==> src/rtl/recv_img_pkg.sv <==
// Shared types for the UART image receiver: top FSM states, UART receiver states, image geometry.
package recv_img_pkg;
  typedef enum logic {IDLE = 1'b0, RECEIVING = 1'b1} recv_state_t;
  typedef enum logic [1:0] {RX_IDLE = 2'd0, RX_START = 2'd1, RX_DATA = 2'd2, RX_STOP = 2'd3} rx_state_t;
  localparam int IMG_W = 64;
  localparam int IMG_H = 64;
endpackage

==> src/rtl/recv_img_uart_rx.sv <==
// 8N1 UART receiver, LSB first, mid-bit sampling; valid_o/ferr_o are one-cycle pulses after the stop sample.
module uart_rx
  import recv_img_pkg::*;
#(
  parameter int CLOCKS_PER_BAUD = 50
) (
  input  logic       clk,
  input  logic       rst_in_n,
  input  logic       rx_sync,
  output logic [7:0] data_o,
  output logic       valid_o,
  output logic       ferr_o
);
  localparam int CW = $clog2(CLOCKS_PER_BAUD);
  localparam logic [CW-1:0] HALF = CW'(CLOCKS_PER_BAUD / 2 - 1);
  localparam logic [CW-1:0] FULL = CW'(CLOCKS_PER_BAUD - 1);

  rx_state_t      state_q, state_d;
  logic [CW-1:0]  cnt_q, cnt_d;
  logic [2:0]     bit_q, bit_d;
  logic [7:0]     shift_q, shift_d;
  logic           valid_q, valid_d;
  logic           ferr_q, ferr_d;

  always_ff @(posedge clk or negedge rst_in_n) begin
    if (!rst_in_n) begin
      state_q <= RX_IDLE;
      cnt_q   <= '0;
      bit_q   <= '0;
      shift_q <= '0;
      valid_q <= 1'b0;
      ferr_q  <= 1'b0;
    end else begin
      state_q <= state_d;
      cnt_q   <= cnt_d;
      bit_q   <= bit_d;
      shift_q <= shift_d;
      valid_q <= valid_d;
      ferr_q  <= ferr_d;
    end
  end

  always_comb begin
    state_d = state_q;
    cnt_d   = cnt_q + CW'(1);
    bit_d   = bit_q;
    shift_d = shift_q;
    valid_d = 1'b0;
    ferr_d  = 1'b0;
    case (state_q)
      RX_IDLE: begin
        cnt_d = '0;
        if (!rx_sync) state_d = RX_START;
      end
      RX_START: begin
        // Half a bit in: a line already back high was a glitch, not a start bit.
        if (cnt_q == HALF) begin
          cnt_d   = '0;
          bit_d   = '0;
          state_d = rx_sync ? RX_IDLE : RX_DATA;
        end
      end
      RX_DATA: begin
        if (cnt_q == FULL) begin
          cnt_d   = '0;
          shift_d = {rx_sync, shift_q[7:1]};
          if (bit_q == 3'd7) state_d = RX_STOP;
          else               bit_d   = bit_q + 3'd1;
        end
      end
      RX_STOP: begin
        if (cnt_q == FULL) begin
          cnt_d   = '0;
          valid_d = rx_sync;
          ferr_d  = !rx_sync;
          state_d = RX_IDLE;
        end
      end
      default: state_d = RX_IDLE;
    endcase
  end

  assign data_o  = shift_q;
  assign valid_o = valid_q;
  assign ferr_o  = ferr_q;
endmodule

==> src/rtl/recv_img.sv <==
// Receives an image over UART and writes it into BRAM addresses 0..BRAM_LENGTH-1 after each arm pulse.
// Optional idle-abandon timer enabled by defining RECV_IMG_TIMEOUT_EN.
module recv_img
  import recv_img_pkg::*;
#(
  parameter int CLOCKS_PER_BAUD = 50,
  parameter int BRAM_LENGTH     = IMG_W * IMG_H,
  parameter int ADDR_W          = 14,
  parameter int TIMEOUT_CYCLES  = 500000
) (
  input  logic              clk,
  input  logic              rst_in_n,
  input  logic              rx,
  input  logic              arm,
  output logic [ADDR_W-1:0] address,
  output logic [7:0]        data_out,
  output logic              we,
  output logic              busy,
  output logic              img_received,
  output logic              frame_err,
  output logic              timeout,
  output logic [1:0]        out_state
);
  if (CLOCKS_PER_BAUD < 8)                 $error("CLOCKS_PER_BAUD must be >= 8");
  if (BRAM_LENGTH > (1 << ADDR_W))         $error("BRAM_LENGTH does not fit in ADDR_W");
  if (TIMEOUT_CYCLES < 1)                  $error("TIMEOUT_CYCLES must be >= 1");

  localparam logic [ADDR_W-1:0] LAST_ADDR = ADDR_W'(BRAM_LENGTH - 1);

  // Reset asserts asynchronously but releases in step with clk.
  logic [1:0] rst_sync_q;
  logic       rst_n;
  always_ff @(posedge clk or negedge rst_in_n) begin
    if (!rst_in_n) rst_sync_q <= 2'b00;
    else           rst_sync_q <= {rst_sync_q[0], 1'b1};
  end
  assign rst_n = rst_sync_q[1];

  logic rx_meta_q, rx_sync_q;
  always_ff @(posedge clk or negedge rst_n) begin
    if (!rst_n) begin
      rx_meta_q <= 1'b1;
      rx_sync_q <= 1'b1;
    end else begin
      rx_meta_q <= rx;
      rx_sync_q <= rx_meta_q;
    end
  end

  logic [7:0] rx_data;
  logic       rx_valid, rx_ferr;
  uart_rx #(.CLOCKS_PER_BAUD(CLOCKS_PER_BAUD)) u_uart_rx (
    .clk     (clk),
    .rst_in_n(rst_n),
    .rx_sync (rx_sync_q),
    .data_o  (rx_data),
    .valid_o (rx_valid),
    .ferr_o  (rx_ferr)
  );

  recv_state_t       state_q, state_d;
  logic [ADDR_W-1:0] addr_q, addr_d;
  logic [7:0]        data_q, data_d;
  logic              we_q, we_d;
  logic              img_q, img_d;
  logic              ferr_q, ferr_d;
  logic              tmo_q, tmo_d;
  logic              tmo_hit;

`ifdef RECV_IMG_TIMEOUT_EN
  localparam int TW = $clog2(TIMEOUT_CYCLES + 1);
  logic [TW-1:0] tcnt_q, tcnt_d;

  // Count only once an image is under way; an armed but untouched receiver waits forever.
  always_comb begin
    tcnt_d = '0;
    if (state_q == RECEIVING) begin
      if (rx_valid)                    tcnt_d = TW'(1);
      else if (addr_q != '0 || we_q)   tcnt_d = tcnt_q + TW'(1);
    end
  end

  always_ff @(posedge clk or negedge rst_n) begin
    if (!rst_n) tcnt_q <= '0;
    else        tcnt_q <= tcnt_d;
  end

  assign tmo_hit = (tcnt_q == TW'(TIMEOUT_CYCLES)) && !rx_valid && !we_q;
`else
  assign tmo_hit = 1'b0;
`endif

  always_ff @(posedge clk or negedge rst_n) begin
    if (!rst_n) begin
      state_q <= IDLE;
      addr_q  <= '0;
      data_q  <= '0;
      we_q    <= 1'b0;
      img_q   <= 1'b0;
      ferr_q  <= 1'b0;
      tmo_q   <= 1'b0;
    end else begin
      state_q <= state_d;
      addr_q  <= addr_d;
      data_q  <= data_d;
      we_q    <= we_d;
      img_q   <= img_d;
      ferr_q  <= ferr_d;
      tmo_q   <= tmo_d;
    end
  end

  always_comb begin
    state_d = state_q;
    addr_d  = addr_q;
    data_d  = data_q;
    we_d    = 1'b0;
    img_d   = 1'b0;
    ferr_d  = ferr_q;
    tmo_d   = 1'b0;
    case (state_q)
      IDLE: begin
        if (arm) begin
          state_d = RECEIVING;
          addr_d  = '0;
          ferr_d  = 1'b0;
        end
      end
      RECEIVING: begin
        if (rx_valid) begin
          we_d   = 1'b1;
          data_d = rx_data;
        end
        if (rx_ferr) ferr_d = 1'b1;
        if (we_q) begin
          if (addr_q == LAST_ADDR) begin
            img_d   = 1'b1;
            addr_d  = '0;
            state_d = IDLE;
          end else begin
            addr_d = addr_q + ADDR_W'(1);
          end
        end else if (tmo_hit) begin
          tmo_d   = 1'b1;
          addr_d  = '0;
          state_d = IDLE;
        end
      end
      default: state_d = IDLE;
    endcase
  end

  assign address      = addr_q;
  assign data_out     = data_q;
  assign we           = we_q;
  assign busy         = (state_q == RECEIVING);
  assign img_received = img_q;
  assign frame_err    = ferr_q;
  assign timeout      = tmo_q;
  assign out_state    = {1'b0, state_q};
endmodule

==> config.mk <==
export PLATFORM = sky130hd
export DESIGN_NAME = recv_img
export DESIGN_NICKNAME = d
export VERILOG_FILES = /design/src/rtl/recv_img_pkg.sv /design/src/rtl/recv_img_uart_rx.sv /design/src/rtl/recv_img.sv
export SDC_FILE = /design/constraint.sdc
export NUM_CORES = 1
export LEC_CHECK = 0
export CORE_MARGIN = 1.5
export CORE_UTILIZATION = 58
export DETAILED_ROUTE_END_ITERATION = 10
export HOLD_SLACK_MARGIN = 0.12
export PLACE_DENSITY = 0.93
export SYNTH_ARGS = -nofsm -noshare
export SYNTH_HDL_FRONTEND = slang
export SYNTH_HIERARCHICAL = 1
export SYNTH_SLANG_ARGS = --single-unit
export TNS_END_PERCENT = 5
==> constraint.sdc <==
create_clock -name clk -period 2.5 [get_ports clk]
set_clock_uncertainty 0.15 [all_clocks]
set_input_delay 0.25 -clock clk [delete_from_list [all_inputs] [get_ports clk]]
set_output_delay 0.25 -clock clk [all_outputs]
set_load 0.005 [all_outputs]
# [After elaboration in Yosys (flattened, before gate mapping)]
# Cells that the tools add are included.
[totals] ff_bits=51 inputBits=4 wordCells=79
[op_classes] n_addsub=3 n_eq_ne=16 muxes=34 bitwise_logic=1 reduce_logical=10
[op_table] operator="$mux W14" n=3
[op_table] operator="$pmux W14 S2" n=1
[op_table] operator="$pmux W6 S3" n=1
[op_table] operator="$add A14 B1 Y14 const B" n=1
[op_table] operator="$eq A14 B12 Y1 const B" n=1
[op_table] operator="$mux W1" n=14
[op_table] operator="$mux W2" n=6
[op_table] operator="$mux W6" n=2
[op_table] operator="$ne A2 B1 Y1 const B" n=6
[op_table] operator="$mux W3" n=3
[op_table] operator="$pmux W2 S4" n=1
[op_table] operator="$reduce_and A2 Y1" n=4
[op_table] operator="$add A6 B1 Y6 const B" n=1
[op_table] operator="$eq A6 B5 Y1 const B" n=1
[op_table] operator="$eq A6 B6 Y1 const B" n=1
[op_table] operator="$ne A2 B2 Y1 const B" n=3
[op_table] operator="$pmux W3 S2" n=1
[op_table] operator="$reduce_and A5 Y1" n=1
[op_table] operator="$eq A2 B2 Y1 const B" n=2
[op_table] operator="$pmux W1 S2" n=2
[op_table] operator="$reduce_and A4 Y1" n=1
[op_table] operator="$add A3 B1 Y3 const B" n=1
[op_table] operator="$eq A3 B3 Y1 const B" n=1
[op_table] operator="$eq A2 B1 Y1 const B" n=1
[op_table] operator="5 further kinds" n=5

# [Logic depth before layout (Yosys ltp)]
# Gate-level depths: netlist (run 1).
[logic_depth] depth_word=4 depth_mapped=6 depth_no_buf=5

# [Modules after synthesis]
# The synthesis (run 1) kept the hierarchy.
[modules_own_cells] module="recv_img" instances=1 cells_per_inst=129 area_each_um2=1386.3 seq_area_each_um2=753.2
[modules_own_cells] module="uart_rx" instances=1 cells_per_inst=76 area_each_um2=942.2 seq_area_each_um2=525.5

# [Worst setup path after synthesis (run 1)]
# No wires, ideal clock.
[synth_timing] path_type="flip-flop to flip-flop" start="register u_uart_rx.cnt_q[0]" end="register u_uart_rx.bit_q[0]" setup_time_ps=125 t_arrival_ps=1614 required_ps=2225 slack_ps=611 path_stages_with_launch=6 period_less_slack_ps=1889 path_cell_list="dfrtp_1 -> inv_1 -> ha_1 -> or4b_4 -> o32a_1 -> mux2_4"
[synth_between] elab_chain_cells=3 elab_cells_between_ends=5 classes_between="eq/ne: 4; reduce/logical: 1"
[synth_rtl] element="start, declared" line_no="recv_img_uart_rx.sv:19" text="logic [CW-1:0] cnt_q, cnt_d;"
[synth_rtl] element="start signal, assigned" line_no="recv_img_uart_rx.sv:35" text="cnt_q <= cnt_d;"
[synth_rtl] element="$eq A6 B6 Y1 / $eq A6 B5 Y1 (equally long branches)" line_no="recv_img_uart_rx.sv:64, recv_img_uart_rx.sv:57"
[synth_rtl] element="$ne A2 B1 Y1 (no source line)"
[synth_rtl] element="$reduce_and A4 Y1 (no source line) (*)"
[synth_rtl] element="end signal, assigned" line_no="recv_img_uart_rx.sv:36" text="bit_q <= bit_d;"
[synth_rtl] element="end, declared" line_no="recv_img_uart_rx.sv:20" text="logic [2:0] bit_q, bit_d;"
# Mark *: on every way between the ends. The rest lies on a longest branch, timed or not.
# A chain may end at the register's enable or synchronous reset.

# [Worst setup path after layout (run 1)]
[layout_timing] start="register addr_q[0], in the netlist address[0]" end="register state_q, in the netlist busy"
[layout_between] elab_chain_cells=4
[layout_rtl] element="start, declared" line_no="recv_img.sv:62" text="logic [ADDR_W-1:0] addr_q, addr_d;"
[layout_rtl] element="start signal, assigned" line_no="recv_img.sv:104" text="addr_q <= addr_d;"
[layout_rtl] element="$eq A14 B12 Y1" line_no="recv_img.sv:136" text="if (addr_q == LAST_ADDR) begin"
[layout_rtl] element="$mux W1" line_no="recv_img.sv:136"
[layout_rtl] element="$mux W1" line_no="recv_img.sv:135" text="if (we_q) begin"
[layout_rtl] element="$pmux W1 S2" line_no="recv_img.sv:121" text="case (state_q)"
[layout_rtl] element="net state_d" line_no="recv_img.sv:61" text="recv_state_t state_q, state_d;"
[layout_rtl] element="end signal, assigned" line_no="recv_img.sv:103" text="state_q <= state_d;"
[layout_rtl] element="end, declared" line_no="recv_img.sv:61"
# The timed path passes the listed nets, and every way through them passes these cells.

==> results of run 1 <==
==> state kept, by name, summed over array words and instances, names as in the netlist, named ones only <==
name,count
address,14
busy,1
data_out,8
frame_err,1
img_received,1
rst_sync_q,2
rx_meta_q,1
rx_sync_q,1
u_uart_rx/bit_q,3
u_uart_rx/cnt_q,6
u_uart_rx/data_o,8
u_uart_rx/ferr_o,1
u_uart_rx/state_q,1
u_uart_rx/valid_o,1
we,1
==> cell usage in the layout, fill, tap and decap left out, types with 2 or more instances in the layout <==
master,count
dfrtp_1,48
clkdlybuf4s50_1,30
nor2_1,18
nand2_1,17
mux2_2,16
nand3_1,10
nor3_1,8
o21ai_0,7
inv_1,6
ha_1,6
o21a_1,5
clkbuf_8,5
buf_4,5
and3_1,4
o311ai_0,4
nor4_1,3
o22a_1,3
xnor2_1,3
a22o_2,3
conb_1,3
dlygate4sd3_1,3
nand4_1,2
nor3b_1,2
o31ai_1,2
a31oi_1,2
clkinv_4,2
dfstp_2,2
xor2_1,2
==> layout make-up <==
cell class | instances | area share
Multi-Input combinational cell | 141 | 0.351
Sequential cell | 51 | 0.455
Inverter | 6 | 0.00801
Tap cell | 48 | 0.0214
Clock inverter | 3 | 0.00890
Timing Repair Buffer | 38 | 0.131
Clock buffer | 5 | 0.0245
==> cell families after synthesis <==
| kind of cell | after synthesis | synth area share |
|---|---|---|
| mux | 17 | 0.0838 |
| other cells | 2 | 0.00323 |
| xor+xnor | 5 | 0.0188 |
| buf+inv | 14 | 0.0279 |
| compound gates | 34 | 0.110 |
| fa+ha+maj | 6 | 0.0322 |
| flops | 51 | 0.549 |
| simple gates | 76 | 0.175 |
==> worst max path at each step <==
| stage | start | to | cells after the start |
|---|---|---|---|
| after floorplan | u_uart_rx/cnt_q[0] | u_uart_rx/bit_q[0] | 5 |
| after global placement | u_uart_rx/cnt_q[0] | u_uart_rx/bit_q[0] | 5 |
| after detailed placement | address[0] | busy | 5 |
| after global routing | address[0] | busy | 5 |
| final | address[0] | busy | 5 |
| after CTS | address[0] | busy | 5 |
==> where the power goes <==
| part | total (mW) | switching, mW | internal, mW |
|---|---|---|---|
| logic | 0.222 | 0.112 | 0.110 |
| registers | 0.970 | 0.0817 | 0.888 |
| clock network | 0.468 | 0.267 | 0.200 |
| total | 1.66 | 0.462 | 1.20 |
==> metrics by stage <==
step	worst slack [ps]	instances	hold WS, ps	power [mW]	util
final	498	292	146	1.66	0.746
after global routing	349	292	159	1.76	0.746
after CTS	513	292	150	1.68	0.746
after detailed placement	515	281	114	1.20	0.713
after global placement	587	281	103	1.18	0.713
after floorplan	611	206	-196	1.12	-
==> per-layer routing <==
| layer | track usage | vias to the layer above | wire length, µm |
|---|---|---|---|
| li1 | - | 814 | - |
| met1 | 0.295 | 859 | 1980 |
| met2 | 0.386 | 40 | 2310 |
| met3 | 0.0409 | 0 | 187 |
| met4 | 0.0765 | 0 | 0 |
| met5 | 0 | - | 0 |
==> worst max-delay path, cell delays in order, from the launching register on <==
cell	delay (ps)
dfrtp_1	430
ha_1	220
nand3_1	190
or3_1	440
nor4_1	380
nor2_1	70
==> impl_results.md, run 1 <==
- Mean area per synthesized cell: 11.4 µm²
- Filler Cell Count: 240
- Via count of the first global-routing pass: 1694
- Depth of the worst register-to-register path: 5
- Pin count of the biggest net entering global routing: 19
- DIE HEIGHT: 66.4 µm
- R2R Setup Slk: 500 ps
- Post-detailed-placement cell area: 0.00269 mm²
- Highest net fanout along the worst path: 6
- Hold bufs inserted after CTS: 3
- Number of buffers inserted by port buffering: 30
- Slew Limit Headroom: 0.623
- Post-detailed-route via-to-cell ratio: 5.87
- Total number of placement rows: 22
- Synthesized netlist cell count: 205
- Number of nets in the layout: 253
- Run status: completed
- Post-cts sizing count: 0
- Starting density of the core: 0.617
- Post-detailed-placement half-perimeter wirelength: 3220 µm
- Ant diodes: 0
- Routed vias: 1713
- Post-CTS setup buffer count: 0
- Max-cap violation count: 0
- Total clock buffers created by CTS: 5
- Grt ovf: 0
- CP arrival: 2040 ps
- Global-route wire length before repair: 7630 µm
- Fraction of synthesized cell area taken by the top area cell type: 0.527
- EDFF count, synth: 0
- End of the worst register-to-register path: busy
- Root buf cell: clkbuf_8
- Multi-input gate area in the final layout: 988 µm²
- Die X: 66.4 µm
- Synth top cells by count: 49 x dfrtp_1, 18 x nor2_1, 17 x nand2_1, 16 x mux2_2, 10 x nand3_1
- First DRT Iteration DRCs: 157
- Worst Setup Path Type: reg -> reg
- Final weighted congestion of routability-driven global placement: 0.819
- Post-route fraction of the period consumed by the critical path: 0.801
- Post-synthesis sequential element count: 51
- Pre-antenna DRT Iters: 4
- Global router's overall resource usage: 0.228
- Fraction of registers with async set or reset after synthesis: 1.00
- Path class of the lowest-slack min-delay path: reg -> async
- CP Data Required Time: 2530 ps
- RR Startpoint: address[0]
- Element type at the critical path start: flop
- Distinct cell type count after synthesis: 47
- Number of remaining DRC errors: 0
- Clock tree from TritonCTS: done
- Total I/O pin count: 33
- Maximum root-to-sink buffer count: 2
- Endpoint class of the critical path: flop
- Sum of negative setup slack: 0 ps
- Antenna violations before repair: 0
- Flip-flop cell with the highest count after synthesis: dfrtp_1
- Dominant cells by area after synthesis: dfrtp_1 53%, mux2_2 7.7%, ha_1 3.2%, nor2_1 2.9%, nand2_1 2.7%
- Wire length per cell: 15.3 µm
- Biggest area consumer among synthesized cells: dfrtp_1
- RSZ-0062 raised after global routing: no
- Fraction of layout instances using a drive strength above 1: 0.184
- Cell area after layout: 0.00281 mm²
- CTS H-Tree Depth: 2
- IR drop worst, VDD: 0.521 mV
- Final count of pins violating max slew: 0
- Worst Tran Pin Value: 564 ps
- Combined area of all synthesized cells: 0.00233 mm²
- Power per cell area: 590 mW/mm²
- Final hold violation count: 0
- Register area: 0.00128 mm²
- Final min period: 2000 ps
- Leak pwr: 1.28 nW
- Total of endpoints with negative setup slack in the final report: 0
- Core outline area: 0.00377 mm²
- Sequential cell area fraction in the yosys report: 0.549
- Clock latency on the worst-skew pair: 300 ps
- Clock-pin slew of the registers on the worst-case setup and hold paths: 90 ps
- # clock sinks: 51
- Area added between synthesis and finish: 20.8%
- Synth warn: 6
- DRT Wirelength: 4470 µm
- Floorplan die area: 0.00440 mm²
- Remaining number of nets flagged by the antenna check after routing: 0
- Most numerous cell in the Yosys netlist: dfrtp_1
- Highest attainable clock frequency: 0.499 GHz
(Power assumes the default switching activity.)
==> run 2: changes to the inputs <==
Settings changed: CORE_UTILIZATION 58 to 54, PLACE_DENSITY 0.93 to 0.88.
Clock period 2.5 ns to 1.93 ns, I/O delays scaled along.
==> impl_results.md, run 2 (synthesized netlist as in run 1, its figures left out) <==
- Max-cap violation count: 0 (unchanged)
- CP arrival: 1950 ps (-90 ps)
- CTS H-Tree Depth: 2 (unchanged)
- Crit-path slowest cell: or4b_4
- Ant diodes: 0 (unchanged)
- # clock sinks: 51 (unchanged)
- Post-route fraction of the period consumed by the critical path: 0.983 (+0.182)
- RR Startpoint: u_uart_rx/cnt_q[1]
- Clock-pin slew of the registers on the worst-case setup and hold paths: 90 ps (about the same)
- Number of nets in the layout: 268 (+5.9%)
- Final count of pins violating max slew: 0 (unchanged)
- Pin count of the biggest net entering global routing: 50 (+31)
- Via count of the first global-routing pass: 1658 (-2.1%)
- Fraction of layout instances using a drive strength above 1: 0.251 (+0.0665)
- Sum of negative setup slack: 0 ps (unchanged)
- Flip-flop count of the largest register after layout: 14 (unchanged)
- Global router's overall resource usage: 0.221 (-0.00699)
- Post-detailed-route via-to-cell ratio: 5.77 (-1.6%)
- CP Data Required Time: 1980 ps (-550 ps)
- Wire length per cell: 15.3 µm (-0.35%)
- Hold path start: rx
- Ordered list of cells on the worst path: inv_2 > ha_1 > or4b_4 > o32a_1 > mux2_4
- Die X: 68.7 µm (+3.5%)
- Starting density of the core: 0.570 (-0.0476)
- Endpoint class of the critical path: flop
- DRT Wirelength: 4720 µm (+5.5%)
- Endpoint of the worst hold path: rx_meta_q
- Root buf cell: clkbuf_8
- Antenna violations before repair: 0 (unchanged)
- Remaining number of nets flagged by the antenna check after routing: 0 (unchanged)
- Uppermost signal routing layer after detailed routing: met4
- Clock latency on the worst-skew pair: 310 ps (about the same)
- Min-Delay Path Depth: 1
- Routed length on met2: 2380 µm (+3.0%)
- RSZ-0062 raised after global routing: yes
- Highest net fanout along the worst path: 4 (-2)
- Slew Limit Headroom: 0.602 (-0.0209)
- Power per cell area: 837 mW/mm² (+42%)
- Final min period: 1900 ps (-105 ps)
- Post-detailed-placement half-perimeter wirelength: 3210 µm (-0.27%)
- Highest attainable clock frequency: 0.527 GHz (+5.5%)
- Final weighted congestion of routability-driven global placement: 0.855 (+4.4%)
- Clock tree from TritonCTS: done
- Total I/O pin count: 33 (unchanged)
- Total of endpoints with negative setup slack in the final report: 0 (unchanged)
- Area added between synthesis and finish: 27.5%
- Depth of the worst register-to-register path: 5 (unchanged)
- Path class of the lowest-slack min-delay path: in -> reg
- Length of routed met3 wiring: 181 µm (-3.2%)
- Number of instances in the placed design: 298 (+6.0%)
- Number of buffers inserted by port buffering: 30 (unchanged)
- Top library cells by usage in the layout, fill and taps aside: 46 x dfrtp_1, 30 x clkdlybuf4s50_1, 22 x buf_4, 18 x nor2_1, 17 x nand2_1
- Leak pwr: 1.37 nW (+7.2%)
- Global-route wire length before repair: 7600 µm (-0.37%)
- Final instance count without filler cells: 309 (+5.8%)
- Floorplan die area: 0.00471 mm² (+7.1%)
- Sum of routed wire segments on met1: 2070 µm (+4.6%)
- Core outline area: 0.00409 mm² (+8.4%)
- Grt ovf: 0 (unchanged)
- Maximum root-to-sink buffer count: 2 (unchanged)
- Total clock buffers created by CTS: 5 (unchanged)
- Worst Tran Pin Value: 597 ps (+33.2 ps)
- Routed vias: 1784 (+4.1%)
- Run status: completed
- End of the worst register-to-register path: u_uart_rx/bit_q[0]
- Element type at the critical path start: flop
- IR drop worst, VDD: 0.862 mV (+65%)
- R2R Setup Slk: 30 ps (-470 ps)
- Most common cell after layout, fill and taps aside: dfrtp_1
- Slowest stage delay, CP: 470 ps (+30 ps)
- First DRT Iteration DRCs: 88 (-44%)
- Number of remaining DRC errors: 0 (unchanged)
- DIE HEIGHT: 68.7 µm (+3.5%)
- Final hold violation count: 0 (unchanged)
- Total number of placement rows: 23 (+4.5%)
- Pre-antenna DRT Iters: 4 (unchanged)
- Worst Setup Path Type: reg -> reg
## run 2: changes by cell type in the layout (fill, tap and decap cells not counted), sizes merged
cell,previous run,this run
clkinvlp,1,0
clkbuf,5,6
buf,5,22
dlygate4sd3,3,1
clkinv,2,0
bufinv,0,2
## run 2: worst max-delay path: cells and delay by family (launching register included)
| family | cells | cell delay [ps] |
|---|---|---|
| AO/OA/AOI/OAI | 1 | 340 |
| adder cells (fa/ha/maj) | 1 | 120 |
| buffers and inverters | 1 | 60 |
| flip-flops | 1 | 390 |
| multiplexers | 1 | 260 |
| AND/OR/NAND/NOR | 1 | 470 |
## run 2: repair_timing
item | 4_1_cts | 5_1_grt
hold buffers | 1 | 0
buffers inserted | 0 | 2
endpoints found under the hold margin | 2 | 0
resized for setup | 0 | 4
setup endpoints to repair | 0 | 7
## run 2: worst max path at each step
stage,endpoint,depth (start not counted),slack [ps],startpoint
after floorplan,u_uart_rx/bit_q[0],5,40,u_uart_rx/cnt_q[0]
after global placement,u_uart_rx/bit_q[0],5,50,u_uart_rx/cnt_q[1]
after detailed placement,u_uart_rx/bit_q[0],5,20,u_uart_rx/cnt_q[1]
after CTS,u_uart_rx/bit_q[0],5,20,u_uart_rx/cnt_q[1]
after global routing,address[7],6,-10,address[0]
final,u_uart_rx/bit_q[0],5,30,u_uart_rx/cnt_q[1]
## run 2: where the power goes
| part | switching [mW] | internal (mW) | total (mW) |
|---|---|---|---|
| clock network | 0.351 | 0.518 | 0.869 |
| logic | 0.189 | 0.199 | 0.388 |
| registers | 0.0767 | 1.15 | 1.23 |
| total | 0.617 | 1.87 | 2.48 |
## run 2: final cells by class
cell class / count / area, µm²
multi-input cells: 141 / 993
well taps: 50 / 62.6
inverters: 6 / 22.5
flip-flops and latches: 51 / 1280
fillers: 280 / 1120
clock inverters: 2 / 60.1
repair buffers: 53 / 475
clock buffers: 6 / 72.6
## run 2: metrics by stage
stage / worst slack, ps / power (mW) / hold WS [ps] / instance area (µm²) / utilization
2_1_floorplan: 41.2 / 1.46 / -253 / 2330 / -
3_3_place_gp: 51.5 / 1.60 / 194 / 2800 / 0.686
3_5_place_dp: 17.5 / 1.62 / 192 / 2800 / 0.686
4_1_cts: 17.4 / 2.50 / 142 / 2950 / 0.721
5_1_grt: -14.6 / 2.60 / 148 / 2970 / 0.727
6_report: 32.4 / 2.48 / 150 / 2970 / 0.727
## run 2: layer usage
metal,vias to the layer above,track usage
li1,846,-
met1,881,0.277
met2,46,0.363
met3,11,0.0568
met4,0,0.0925
met5,-,0
